**src/rtl/reg_writeback_queue.sv**
```systemverilog
// reg_writeback_queue: in-order writeback queue feeding the 32x32 register-file write port
//   alu_*  : ALU result handshake (load has priority)
//   ld_*   : load result handshake; raw word is aligned/extended by size and address
//   wb_hold: stalls the drain into the registered reg_write/write_reg/write_data
//   fwd_*  : youngest pending value for two operand registers
//   busy   : queue non-empty or a write in flight
module reg_writeback_queue #(
  parameter int QDEPTH = 4
) (
  input  logic        clk,
  input  logic        rst_n,
  input  logic        alu_valid,
  output logic        alu_ready,
  input  logic [4:0]  alu_rd,
  input  logic [31:0] alu_data,
  input  logic        ld_valid,
  output logic        ld_ready,
  input  logic [4:0]  ld_rd,
  input  logic [31:0] ld_rdata,
  input  logic [1:0]  ld_addr_lo,
  input  logic [1:0]  ld_size,
  input  logic        ld_unsigned,
  input  logic        wb_hold,
  output logic        reg_write,
  output logic [4:0]  write_reg,
  output logic [31:0] write_data,
  input  logic [4:0]  fwd_reg1,
  input  logic [4:0]  fwd_reg2,
  output logic        fwd_hit1,
  output logic        fwd_hit2,
  output logic [31:0] fwd_data1,
  output logic [31:0] fwd_data2,
  output logic        busy
);
  localparam int PW = $clog2(QDEPTH);
  localparam logic [PW:0] FULL = QDEPTH[PW:0];
  logic [4:0] q_rd [QDEPTH];
  logic [31:0] q_data [QDEPTH];
  logic [PW-1:0] wr_ptr, rd_ptr;
  logic [PW:0] count;
  logic full, acc_ld, acc_alu, enq, deq;
  logic [4:0] in_rd;
  logic [7:0] ld_b;
  logic [15:0] ld_h;
  logic [31:0] ld_val, in_data;
  assign full = count == FULL;
  assign ld_ready = rst_n && !full;
  assign alu_ready = rst_n && !full && !ld_valid;
  assign acc_ld = ld_valid && ld_ready;
  assign acc_alu = alu_valid && alu_ready;
  assign ld_b = ld_rdata[{ld_addr_lo, 3'b000} +: 8];
  assign ld_h = ld_addr_lo[1] ? ld_rdata[31:16] : ld_rdata[15:0];
  assign ld_val = ld_size == 2'b00 ? {{24{!ld_unsigned && ld_b[7]}}, ld_b}
                : ld_size == 2'b01 ? {{16{!ld_unsigned && ld_h[15]}}, ld_h} : ld_rdata;
  assign in_rd = acc_ld ? ld_rd : alu_rd;
  assign in_data = acc_ld ? ld_val : alu_data;
  // x0 writes complete the handshake but are never stored
  assign enq = (acc_ld || acc_alu) && in_rd != 5'd0;
  assign deq = count != '0 && !wb_hold;
  assign busy = count != '0 || reg_write;
  always_ff @(posedge clk or negedge rst_n)
    if (!rst_n) begin
      wr_ptr <= '0;
      rd_ptr <= '0;
      count <= '0;
      reg_write <= 1'b0;
      write_reg <= '0;
      write_data <= '0;
    end else begin
      if (enq) wr_ptr <= wr_ptr + 1'b1;
      if (deq) rd_ptr <= rd_ptr + 1'b1;
      count <= count + (PW+1)'(enq) - (PW+1)'(deq);
      reg_write <= deq;
      if (deq) begin
        write_reg <= q_rd[rd_ptr];
        write_data <= q_data[rd_ptr];
      end
    end
  always_ff @(posedge clk)
    if (enq) begin
      q_rd[wr_ptr] <= in_rd;
      q_data[wr_ptr] <= in_data;
    end
  // Scan oldest to newest so the last match (youngest) wins; output register is oldest of all
  function automatic logic [32:0] lookup(input logic [4:0] r);
    logic [32:0] res;
    logic [PW-1:0] idx;
    res = (reg_write && write_reg == r) ? {1'b1, write_data} : 33'd0;
    for (int i = 0; i < QDEPTH; i++) begin
      idx = rd_ptr + PW'(i);
      if ((PW+1)'(i) < count && q_rd[idx] == r) res = {1'b1, q_data[idx]};
    end
    return r == 5'd0 ? 33'd0 : res;
  endfunction
  assign {fwd_hit1, fwd_data1} = lookup(fwd_reg1);
  assign {fwd_hit2, fwd_data2} = lookup(fwd_reg2);
endmodule

```
**config.mk**
```make
export PLATFORM = sky130hd
export DESIGN_NAME = reg_writeback_queue
export DESIGN_NICKNAME = d
export VERILOG_FILES = /design/src/rtl/reg_writeback_queue.sv
export SDC_FILE = /design/constraint.sdc
export NUM_CORES = 1
export LEC_CHECK = 0
export BUFFER_PORTS_ARGS = -buffer_cell sky130_fd_sc_hd__buf_2
export CAP_MARGIN = 25
export CELL_PAD_IN_SITES_DETAIL_PLACEMENT = 1
export CELL_PAD_IN_SITES_GLOBAL_PLACEMENT = 1
export CORE_MARGIN = 2
export CORE_UTILIZATION = 46
export DETAILED_ROUTE_END_ITERATION = 16
export PLACE_DENSITY = 0.79
export SETUP_SLACK_MARGIN = 0.3
export SLEW_MARGIN = 15
export SYNTH_ARGS = -nofsm -noshare
export SYNTH_HDL_FRONTEND = slang
export SYNTH_SLANG_ARGS = --single-unit
```
**constraint.sdc**
```tcl
create_clock -name clk -period 4.83 [get_ports clk]
set_input_delay 0.7245 -clock clk [delete_from_list [all_inputs] [get_ports clk]]
set_output_delay 0.7245 -clock clk [all_outputs]
set_load 0.02 [all_outputs]
```
; Word level (Yosys, flattened, before mapping)
; Memory sizes are Yosys's and may differ from the RTL's.
; Index checks and enable logic that the tools add are counted.
[word_totals]
reg_bits = 45
ram_bits = 148
in_bits = 94
mem_count = 2
[mem_list]
columns = memory, words, width, read_ports, rd_clocked_by_memory_dff, wr, line
row1 = q_data, 4, 32, 4, 0, 1, 38  ; logic [31:0] q_data [QDEPTH];
row2 = q_rd, 4, 5, 4, 0, 1, 37  ; logic [4:0] q_rd [QDEPTH];
[classes]
n_addsub = 6
n_lt_le_gt_ge = 4
eq_ne = 12
shifts = 1
muxes = 19
n_reduce_logical = 29
[op_table]
columns = operator, count
row1 = 2-to-1 mux 33 bit, 12
row2 = 2-to-1 mux 32 bit, 3
row3 = == test 5 bit, 10
row4 = variable part select 32 x 6 -> 8 bit, 1
row5 = logical AND 1 bit, 18
row6 = 2-to-1 mux 16 bit, 1
row7 = logical NOT 5 bit, 2
row8 = "< comparator 1 x 3 -> 1 bit, first input constant", 2
row9 = "< comparator 2 x 3 -> 1 bit, first input constant", 2
row10 = 2-to-1 mux 5 bit, 1
row11 = nonzero test 5 bit, 1
row12 = "adder 2 x 1 -> 2 bit, second input constant", 2
row13 = "adder 2 bit, second input constant", 2
row14 = logical NOT 1 bit, 4
row15 = adder 3 x 1 -> 3 bit, 1
row16 = "== test 3 bit, second input constant", 1
row17 = nonzero test 3 bit, 1
row18 = subtractor 3 x 1 -> 3 bit, 1
row19 = "== test 2 x 1 -> 1 bit, second input constant", 1
row20 = logical NOT 2 bit, 1
row21 = logical OR 1 bit, 2
row22 = 2-to-1 mux 1 bit, 2

; Logic depth before layout (Yosys ltp)
; Gate-level depths: netlist of run 1.
[depth]
depth_word = 9
depth_mapped = 14

; Worst setup path after synthesis of run 1
; OpenSTA, ideal clock, no wires.
[synth_path]
path_kind = in2reg
start = input port ld_valid
end = memory q_data[0][0], enable pin
setup_time_ns = 0.431
t_arrival_ns = 3.378
slack_ns = 1.021
stages = 7
path_cell_list = and3_1 clkbuf_1 mux2_2 nor3_1 a21o_1 clkbuf_1 nor2_1
[synth_lines]
columns = item, line
row1 = from (decl), 16  ; input logic ld_valid,
row2 = logical AND 1 bit, 49  ; assign acc_ld = ld_valid && ld_ready;
row3 = 2-to-1 mux 5 bit, 55  ; assign in_rd = acc_ld ? ld_rd : alu_rd;
row4 = named net in_rd[3], 42  ; logic [4:0] in_rd;
row5 = nonzero test 5 bit, 58  ; assign enq = (acc_ld || acc_alu) && in_rd != 5'd0;
row6 = logical AND 1 bit, 58
row7 = 2-to-1 mux 1 bit, 80  ; if (enq) begin
row8 = 2-to-1 mux 1 bit (not written as such), 82  ; q_data[wr_ptr] <= in_data;
row9 = to (decl), 38
; The timed path passes the listed nets, and every way through them passes these cells.

; Worst setup path after layout of run 1
[layout_path]
start = register rd_ptr[1]
end = output port fwd_data2[22]
[layout_between]
elab_chain_len = 8
[layout_rtl]
columns = item, line
row1 = from (decl), 39  ; logic [PW-1:0] wr_ptr, rd_ptr;
row2 = from (signal assigned), 71  ; if (deq) rd_ptr <= rd_ptr + 1'b1;
row3 = adder 2 x 1 -> 2 bit / memory (4 x 5 bit) (equally long branches), n/a
row4 = memory (4 x 5 bit) / == test 5 bit (equally long branches), n/a
row5 = == test 5 bit / logical AND 1 bit (equally long branches), 91  ; if ((PW+1)'(i) < count && q_rd[idx] == r) res = {1'b1, q_data[idx]};
row6 = logical AND 1 bit / 2-to-1 mux 33 bit (equally long branches), 91
row7 = 2-to-1 mux 33 bit (2 in series), 91
row8 = 2-to-1 mux 33 bit (*), 91
row9 = 2-to-1 mux 33 bit (*), 93  ; return r == 5'd0 ? 33'd0 : res;
row10 = to (decl), 32  ; output logic [31:0] fwd_data2,
; Mark *: on every way between the ends. The rest lies on a longest branch, timed or not.

==> metrics, run 1 <==
top cells by area, synth=edfxtp_1 32%, dfrtp_1 8.1%, mux2i_1 6.3%; DR vias/cell=6.392; Overflow after GRT=0; CTS sink count=193; Seq/Total Area, Yosys=0.4029; Core Box Area=29640 sq um; antenna-violating nets left=0; Required @ worst endpoint=4.11 ns; Synth area leader=edfxtp_1; share of post-route cells with drive strength above 1=0.2776; simple-gate share of the synthesized area=0.1051; library cells used by synthesis=49; commonest non-fill, non-tap cells in the layout=200 x buf_2, 148 x edfxtp_1, 129 x a21oi_1; total die area=31460 sq um; Highest Clock Rate=229.6 MHz; CTS tree=built; first drt pass iteration count=4; Fillers=3388; Nets=1610; Longest Clk Path Bufs=2; CTS Buf Count=17; Hold WC Path Type=in2async; DIE HEIGHT=177.4 um; largest family of logic cells by synthesized area=compound AO/OA/AOI/OAI gates; Largest regs=q_data: 128 flops, write_data: 32 flops, q_rd: 20 flops; asr flop ratio synth=0.2332; Pwr Density=641.5 nW/um^2; routed wire length per instance=24.58 um; Avg Inst Size Synth=9.975 sq um; Yosys warning count=0; Syn-to-layout area delta=14.09%; most common cell after layout, fill and taps aside=buf_2; Post-Syn Instances=1386; Max Slew Vio Count=0; pin count of the biggest net entering global routing=192; reg2reg setup slack=1.26 ns; max reg flops=128; outcome=completed; Setup violations, final=0; Hold Vio Cnt, Final=0; Tmin final=4.355 ns; Crit. End Element=output pin; CTS clock-pin slew for the worst setup and hold paths=0.08 ns; initial antenna violation count=1; Fin Setup TNS=0 ns; io pins=201; crit path launch type=register; syn nets=1489; period utilization=0.9016; Critical-path top delay cell=dfrtp_4; WL final=46970 um; Initial DRC Count=877; area fraction of the dominant cell type after synthesis=0.3214; RSZ-0062 raised after global routing=no; biggest cell delay along the critical path=0.58 ns; Rel. slew slack=0.3359; GPL Wtd Cong=0.9005; FF+latch count, synth=193; Tot GR Track Use=0.2955; Tot Pwr=10120 uW; Rows=63; critical path startpoint=rd_ptr[1]; CP Max Fanout=15; worst r2r src=count[1]; Worst-Skew Late Latency=0.45 ns; Chip Width=177.4 um; DR vias=12220; slew of the pin with the lowest slew margin=0.9961 ns; clk root buf=clkbuf_16; Starting Density=0.4665; vias in the first global route=12420; peak supply drop=660.2 uV; H-tree depth=4; complex-gate fraction of the synthesized area=0.2382; I/O Buffers=200; Worst Reg2Reg Path Length in Cells=12; Synth Area in Adders=0.008688; Post-route DRC=0; xor/xnor share of the synthesized area=0.03611; # Max-Cap Violations=0; static leakage=0.005860 uW; mux contribution to synthesized area=0.1583; first-pass GRT wire length=71280 um; largest register by flop count=q_data; Worst Path Arrival=3.63 ns; Synth Cell Area=13830 sq um; CP Cell Sequence=buf_6 > mux4_2 > xnor2_1 > nand4_1 > o31a_1 > buf_4 > a22o_1 > o211ai_2 > a31oi_1 > buf_2; ys flop type=edfxtp_1; Fin Clk Skew=0.008261 ns; crit path kind=reg2out; Final HPWL DP=32240 um; number of synthesized flops with an enable pin=148
kinds of logic (layout without fill, tap and decap cells):
family | after synthesis | after routing
compound gates | 482 | 482
simple gates | 309 | 309
fa+ha+maj | 9 | 9
flops | 193 | 193
xor+xnor | 57 | 57
mux | 184 | 184
other cells | 0 | 1
buf+inv | 152 | 286
routing by layer:
layer  GRT usage  up-vias  share of wire
met5           0        -        0.00028
met2      0.5034      534           0.49
li1            -     5538              -
met1      0.3823     6031           0.41
met3     0.04756      111          0.072
met4      0.1014        2          0.027
path summary, 6_finish.rpt:
| path | endpoint |
|---|---|
| max | fwd_data2[22] |
| min | write_data[23] |
| max reg2reg | count[2] |
| min reg2reg | wr_ptr[0] |
| max in group asynchronous | rd_ptr[0] |
| min in group clk | wr_ptr[0] |
final cells by class:
class | instances | area (sq um) | share of cell area
Antenna cell | 1 | 2.502 | 0.0001586
Clock buffer | 17 | 425.4 | 0.02697
Clock inverter | 15 | 185.2 | 0.01174
Inverter | 14 | 55.05 | 0.003490
Multi-Input combinational cell | 1041 | 7670 | 0.4862
Sequential cell | 193 | 5578 | 0.3536
Tap cell | 390 | 488.0 | 0.03094
Timing Repair Buffer | 240 | 1370 | 0.08686
cell usage after synthesis (2+ instances only):
cell        n
a211oi_1   62
a21oi_1   129
a221oi_1   32
a22o_1     32
a22oi_1    32
a31oi_1    34
and2_1     32
and3_1      2
buf_1      10
buf_2      30
buf_4      11
buf_6       7
clkbuf_1   80
dfrtp_1    45
edfxtp_1  148
ha_1        8
inv_1      13
mux2_2     77
mux2i_1    87
mux4_2     20
nand2_1   109
nand2b_1    2
nand3_1    44
nand4_1     4
nor2_1     64
nor2b_1    33
nor3_1      6
nor3_2      2
nor4_1      7
o211ai_1    3
o211ai_2   30
o21a_1      8
o21ai_0    78
o21ai_1     4
o31ai_1    32
xnor2_1    29
xor2_1     28
worst max-delay path: cells and delay by family (launching register included):
kind | cells | cell delay [ns]
mux | 1 | 0.40
flops | 1 | 0.58
simple gates | 1 | 0.22
compound gates | 4 | 1.05
buf+inv | 3 | 0.72
xor+xnor | 1 | 0.18
metrics by stage:
| stage | utilization | area (sq um) | setup WS (ns) | hold WS (ns) | std cells |
|---|---|---|---|---|---|
| CTS | 0.5304 | 15720 | 0.3549 | 0.4426 | 1908 |
| finish | 0.5322 | 15770 | 0.4751 | 0.4149 | 1911 |
| detailed placement | 0.5098 | 15110 | 0.8585 | 0.5506 | 1876 |
| global route | 0.5321 | 15770 | 0.2874 | 0.4675 | 1910 |
| global placement | 0.5098 | 15110 | 0.8606 | 0.5228 | 1876 |
| floorplan | - | 13830 | 1.021 | 0.4289 | 1386 |
timing repair:
action / CTS / global route
hold buffers: 0 / 0
buffers inserted: 0 / 2
setup endpoints to repair: 0 / 42
gates resized for setup: 0 / 7
report_power, final:
group,internal [uW],switching [uW]
sequential,2270,388
combinational,2110,3870
clock,749,730
Power figures use the tool's default switching activity.
==> run 2, diff against run 1 <==
- CORE_UTILIZATION: 46 -> 45
- PLACE_DENSITY: 0.79 -> 0.78
==> run 2 against run 1 <==
Effect of this change: global-route usage is 0.15 points higher; wire length is 0.69% higher; worst setup slack worse by 0.089 ns; clock skew up 0.00066 ns; worst hold slack improved by 0.042 ns; via count increased by 0.53%; maximum frequency is 2.0% lower; die area increased by 2.2%; final cell count rose by 0.21%; critical path depth shrank 2; core utilization is 1.5 points lower.
==> metrics, run 2 (same netlist as run 1, synthesis figures left out) <==
met3 WL post-DR=3279 um (-2.5%); Worst Reg2Reg Path Length in Cells=12 (unchanged); Initial DRC Count=996 (+14%); crit path launch type=register; period utilization=0.9202 (+0.01852); max reg flops=128 (unchanged); Rel. slew slack=0.3170 (-0.01890); Highest Clock Rate=225.0 MHz (-2.0%); Largest regs=q_data: 128 flops, write_data: 32 flops, q_rd: 20 flops; Nets=1608 (-0.12%); RSZ-0062 raised after global routing=no; Crit. End Element=output pin; most common cell after layout, fill and taps aside=buf_2; cell family with most CP delay=simple AND/OR/NAND/NOR gates; H-tree depth=4 (unchanged); Longest Clk Path Bufs=2 (unchanged); largest register by flop count=q_data; slew of the pin with the lowest slew margin=1.024 ns (+0.02834 ns); Final HPWL DP=32020 um (-0.68%); Hold Vio Cnt, Final=0 (unchanged); Fillers=3423 (+1.0%); first-pass GRT wire length=72500 um (+1.7%); first drt pass iteration count=5 (+1); Starting Density=0.4544 (-0.01212); total die area=32140 sq um (+2.2%); share of post-route cells with drive strength above 1=0.2747 (-0.002928); CTS tree=built; Hold Buf Count CTS=0 (unchanged); Met2 Routed Length=22750 um (-0.75%); Critical-path top delay cell=or2_2; GPL Wtd Cong=0.8829 (-2.0%); Rows=64 (+1.6%); Max Slew Vio Count=0 (unchanged); CP Max Fanout=25 (+10); DR vias=12280 (+0.53%); clk root buf=clkbuf_16; CP Depth=8 (-2); Required @ worst endpoint=4.11 ns (about the same); routed wire length per instance=24.70 um (+0.48%); biggest cell delay along the critical path=0.74 ns (+0.16 ns); I/O Buffers=200 (unchanged); CTS sink count=193 (unchanged); Bufs and invs on worst path=2 (-1); static leakage=0.005841 uW (-0.33%); Worst Path Arrival=3.72 ns (+0.09 ns); commonest non-fill, non-tap cells in the layout=200 x buf_2, 148 x edfxtp_1, 129 x a21oi_1; Fin Clk Skew=0.008922 ns (+0.0006614 ns); outcome=completed; Fin Setup TNS=0 ns (unchanged); initial antenna violation count=0 (-1); final instance area=15750 sq um (-0.17%); CP Cell Sequence=mux4_2 > xnor2_1 > nand4_1 > or2_2 > buf_4 > o211ai_2 > a31oi_1 > buf_2; Worst-Skew Late Latency=0.45 ns (about the same); pin count of the biggest net entering global routing=192 (unchanged); Chip Width=179.3 um (+1.1%); Syn-to-layout area delta=13.90%; Post-route DRC=0 (unchanged); # Max-Cap Violations=0 (unchanged); Core Box Area=30430 sq um (+2.7%); CTS clock-pin slew for the worst setup and hold paths=0.07 ns (about the same); antenna-violating nets left=0 (unchanged); Pwr Density=634.1 nW/um^2 (-1.2%); crit path kind=reg2out; peak supply drop=383.3 uV (-42%); WL final=47300 um (+0.69%); Tmin final=4.444 ns (+0.08946 ns); io pins=201 (unchanged); Hold WC Path Type=in2async; DIE HEIGHT=179.3 um (+1.1%); CTS Buf Count=17 (unchanged); Overflow after GRT=0 (unchanged); Setup violations, final=0 (unchanged); DR vias/cell=6.413 (+0.32%); WL met1=19970 um (+3.0%); DR top layer=met4; Tot GR Track Use=0.2971 (+0.001548); Placed Instance Area=15120 sq um (about the same); vias in the first global route=12580 (+1.2%)
-- run 2: where the power goes --
group,total [uW],switching (uW),internal [uW]
clock network,1410,652,754
registers,2660,397,2270
logic,5920,3820,2100
total,9980,4870,5120
-- run 2: routing by layer --
layer,GRT usage,up-vias
li1,-,5534
met1,0.3910,6141
met2,0.4925,500
met3,0.04644,106
met4,0.1122,0
met5,0,-
-- run 2: worst reg2reg max path, cell delays in order (launching register included) --
cell and delay [ns]:
dfrtp_1 0.44, inv_1 0.09, nand3_1 0.20, and3_1 0.35, mux2_2 0.43, nor3_1 0.19, a21o_1 0.52, ha_1 0.34
inv_1 0.06, ha_1 0.13, inv_1 0.05, fa_1 0.40, xor2_1 0.18
-- run 2: stage by stage --
stage                     total power [uW]  utilization  cells  setup slack (ns)  hold slack (ns)
after floorplan                       6763            -   1386             1.021           0.4289
after global placement                8310       0.4970   1879            0.9687           0.5178
after detailed placement              8510       0.4970   1879            0.8980           0.5421
after CTS                             9937       0.5160   1911            0.4214           0.4631
after global routing                 10580       0.5174   1914            0.3013           0.4997
final                                 9985       0.5175   1915            0.3857           0.4565
-- run 2: final cells by class --
class	instances	area, sq um	share of cell area
multi-input combinational	1041	7657	0.4863
inverter	14	55.05	0.003496
antenna	1	2.502	0.0001589
clock buffer	23	510.5	0.03242
clock inverter	9	67.56	0.004290
timing repair buffer	238	1381	0.08772
tap	396	495.5	0.03146
sequential	193	5578	0.3542
-- run 2: final timing paths --
kind	slack (ns)	endpoint	from
setup / recovery	0.39	fwd_data2[22]	rd_ptr[0]
hold / removal	0.46	write_reg[3]	rst_n
setup reg to reg	1.36	count[2]	count[1]
hold reg to reg	0.56	wr_ptr[0]	wr_ptr[0]
max in group asynchronous	3.78	rd_ptr[1]	rst_n
min in group clk	0.56	wr_ptr[0]	wr_ptr[0]
-- run 2: repair_timing --
action	in CTS	in global routing
setup buffers	0	3
endpoints found under the setup margin	0	25
resized for setup	0	2
==> run 3, diff against run 2 <==
- CELL_PAD_IN_SITES_GLOBAL_PLACEMENT: 1 -> 2
- CORE_UTILIZATION: 45 -> 37
- REMOVE_ABC_BUFFERS: not set -> 1
==> run 3 against run 2 <==
Effect of this change: non-clock buffer count rose by 1; highest routed layer is now met5; largest cell class unchanged; worst setup slack better by 0.079 ns; clock skew grew 0.0018 ns; critical path type unchanged.
==> metrics, run 3 (same netlist as run 1, synthesis figures left out) <==
Nets=1609 (+0.062%); I/O Buffers=200 (unchanged); Fin Clk Skew=0.01070 ns (+0.001775 ns); Largest regs=q_data: 128 flops, write_data: 32 flops, q_rd: 20 flops; outcome=completed; reg2reg setup slack=1.48 ns (+0.12 ns); DP Worst Slack=0.7208 ns (-0.1772 ns); Post-route DRC=0 (unchanged); Required @ worst endpoint=4.11 ns (about the same); CP Cell Sequence=mux4_2 > xnor2_1 > nand4_1 > nor3_4 > buf_4 > a22o_1 > o211ai_2 > a31oi_1 > buf_2; vias in the first global route=12720 (+1.2%); Pwr Density=635.1 nW/um^2 (+0.16%); routed wire length per instance=25.72 um (+4.1%); total die area=38930 sq um (+21%); Fillers=4068 (+19%); first-pass GRT wire length=77330 um (+6.7%); peak supply drop=386.4 uV (+0.80%); clock share of power=0.143 (+0.002); Max Slew Vio Count=0 (unchanged); slew of the pin with the lowest slew margin=0.8846 ns (-0.1398 ns); first drt pass iteration count=5 (unchanged); io pins=201 (unchanged); Overflow after GRT=0 (unchanged); CTS clock-pin slew for the worst setup and hold paths=0.08 ns (about the same); Hold WC Path Type=in2async; biggest cell delay along the critical path=0.60 ns (-0.14 ns); clk root buf=clkbuf_16; Worst Path Arrival=3.64 ns (-0.08 ns); Fin Setup TNS=0 ns (unchanged); Longest Clk Path Bufs=2 (unchanged); Final HPWL DP=33910 um (+5.9%); Seq pwr share=0.263 (-0.004); hold slack=0.5286 ns (+0.07208 ns); crit path kind=reg2out; largest register by flop count=q_data; Core Box Area=36700 sq um (+21%); Crit. End Element=output pin; final instance area=15860 sq um (+0.72%); DR vias/cell=6.161 (-3.9%); Worst-Skew Late Latency=0.46 ns (about the same); Tot GR Track Use=0.2627 (-0.03440); crit path launch type=register; sw power=4959 uW (+1.9%); share of post-route cells with drive strength above 1=0.2765 (+0.001794); Placed Instance Area=15210 sq um (+0.55%); Syn-to-layout area delta=14.72%; Setup violations, final=0 (unchanged); Critical-path top delay cell=dfrtp_4; antenna-violating nets left=0 (unchanged); Sw Ratio=0.4923 (+0.004894); period utilization=0.9037 (-0.01645); Hold Vio Cnt, Final=0 (unchanged); DR vias=12250 (-0.27%); Rows=70 (+9.4%); most common cell after layout, fill and taps aside=buf_2; Tmin final=4.365 ns (-0.07944 ns); # Max-Cap Violations=0 (unchanged); WL final=51130 um (+8.1%); static leakage=0.005831 uW (-0.16%); Highest Clock Rate=229.1 MHz (+1.8%); CTS tree=built; Setup WS post-layout=0.4651 ns (+0.07944 ns); CTS sink count=193 (unchanged); Tot Pwr=10070 uW (+0.88%); Starting Density=0.3767 (-0.07761); Initial DRC Count=836 (-16%); RSZ-0062 raised after global routing=no; combinational fraction of design power=0.594 (about the same); CTS Buf Count=17 (unchanged); Int Power=5114 uW (about the same); commonest non-fill, non-tap cells in the layout=200 x buf_2, 148 x edfxtp_1, 129 x a21oi_1; DIE HEIGHT=197.3 um (+10%); GPL Wtd Cong=0.8536 (-3.3%); CP Max Fanout=14 (-44%); H-tree depth=4 (unchanged); max reg flops=128 (unchanged); initial antenna violation count=5 (+5); Rel. slew slack=0.4088 (+0.09181); Chip Width=197.3 um (+10%); pin count of the biggest net entering global routing=144 (-25%)
run 3: cell count changes in the layout (fill, tap and decap cells not counted), moves of 2 or more:
cell / previous run / this run
inv_6: 2 / 7
buf_6: 2 / 5
clkinv_4: 3 / 0
buf_12: 7 / 5
buf_4: 29 / 27
clkbuf_16: 19 / 17
clkbuf_8: 2 / 0
clkinvlp_4: 1 / 3
mux2i_1: 87 / 85
mux2i_2: 0 / 2
run 3: final timing paths:
check                               start       endpoint  depth (start not counted)
worst max-delay path            rd_ptr[0]  fwd_data2[27]                          9
worst min-delay path                rst_n       count[2]                          2
worst max register to register   count[1]       count[2]                         12
worst min register to register  wr_ptr[0]      wr_ptr[0]                          1
max in group asynchronous           rst_n      rd_ptr[0]                          2
min in group clk                wr_ptr[0]      wr_ptr[0]                          1
run 3: worst max-delay path: cells and delay by family (launching register included):
| family | cells | cell delay [ns] |
|---|---|---|
| XOR/XNOR | 1 | 0.20 |
| multiplexers | 1 | 0.59 |
| flip-flops | 1 | 0.60 |
| AO/OA/AOI/OAI | 3 | 0.63 |
| AND/OR/NAND/NOR | 2 | 0.62 |
| buffers and inverters | 2 | 0.52 |
run 3: what timing repair did:
item,in CTS,in global routing
setup buffers,1,2
hold buffers,0,0
setup endpoints to repair,54,62
pin swaps,0,0
resized for setup,2,7
run 3: per-stage QoR:
| step | utilization | std cells |
|---|---|---|
| final | 0.4322 | 1988 |
| after global routing | 0.4322 | 1988 |
| after CTS | 0.4301 | 1984 |
| after detailed placement | 0.4144 | 1951 |
| after global placement | 0.4144 | 1951 |
| after floorplan | - | 1248 |
run 3: layer usage:
| layer | vias up | global-route usage | part of all wire |
|---|---|---|---|
| met5 | - | 0 | 0.00082 |
| met4 | 6 | 0.08020 | 0.023 |
| met3 | 77 | 0.03927 | 0.054 |
| li1 | 5538 | - | - |
| met2 | 414 | 0.4397 | 0.47 |
| met1 | 6213 | 0.3512 | 0.45 |
run 3: final cells by class:
class | count | area [sq um] | area share
diodes | 1 | 2.502 | 0.0001578
repair buffers | 239 | 1403 | 0.08843
inverters | 14 | 55.05 | 0.003471
flip-flops and latches | 193 | 5578 | 0.3517
clock inverters | 13 | 122.6 | 0.007731
multi-input cells | 1041 | 7682 | 0.4843
well taps | 468 | 585.6 | 0.03692
clock buffers | 19 | 432.9 | 0.02729
run 3: power groups by stage:
stage               clock network, uW  logic [uW]  registers, uW
global route                     1510        6460           2710
floorplan                           0        3740           3090
finish                           1440        5980           2650
detailed placement                  0        5780           2740
global placement                    0        5670           2720
CTS                              1450        5870           2690
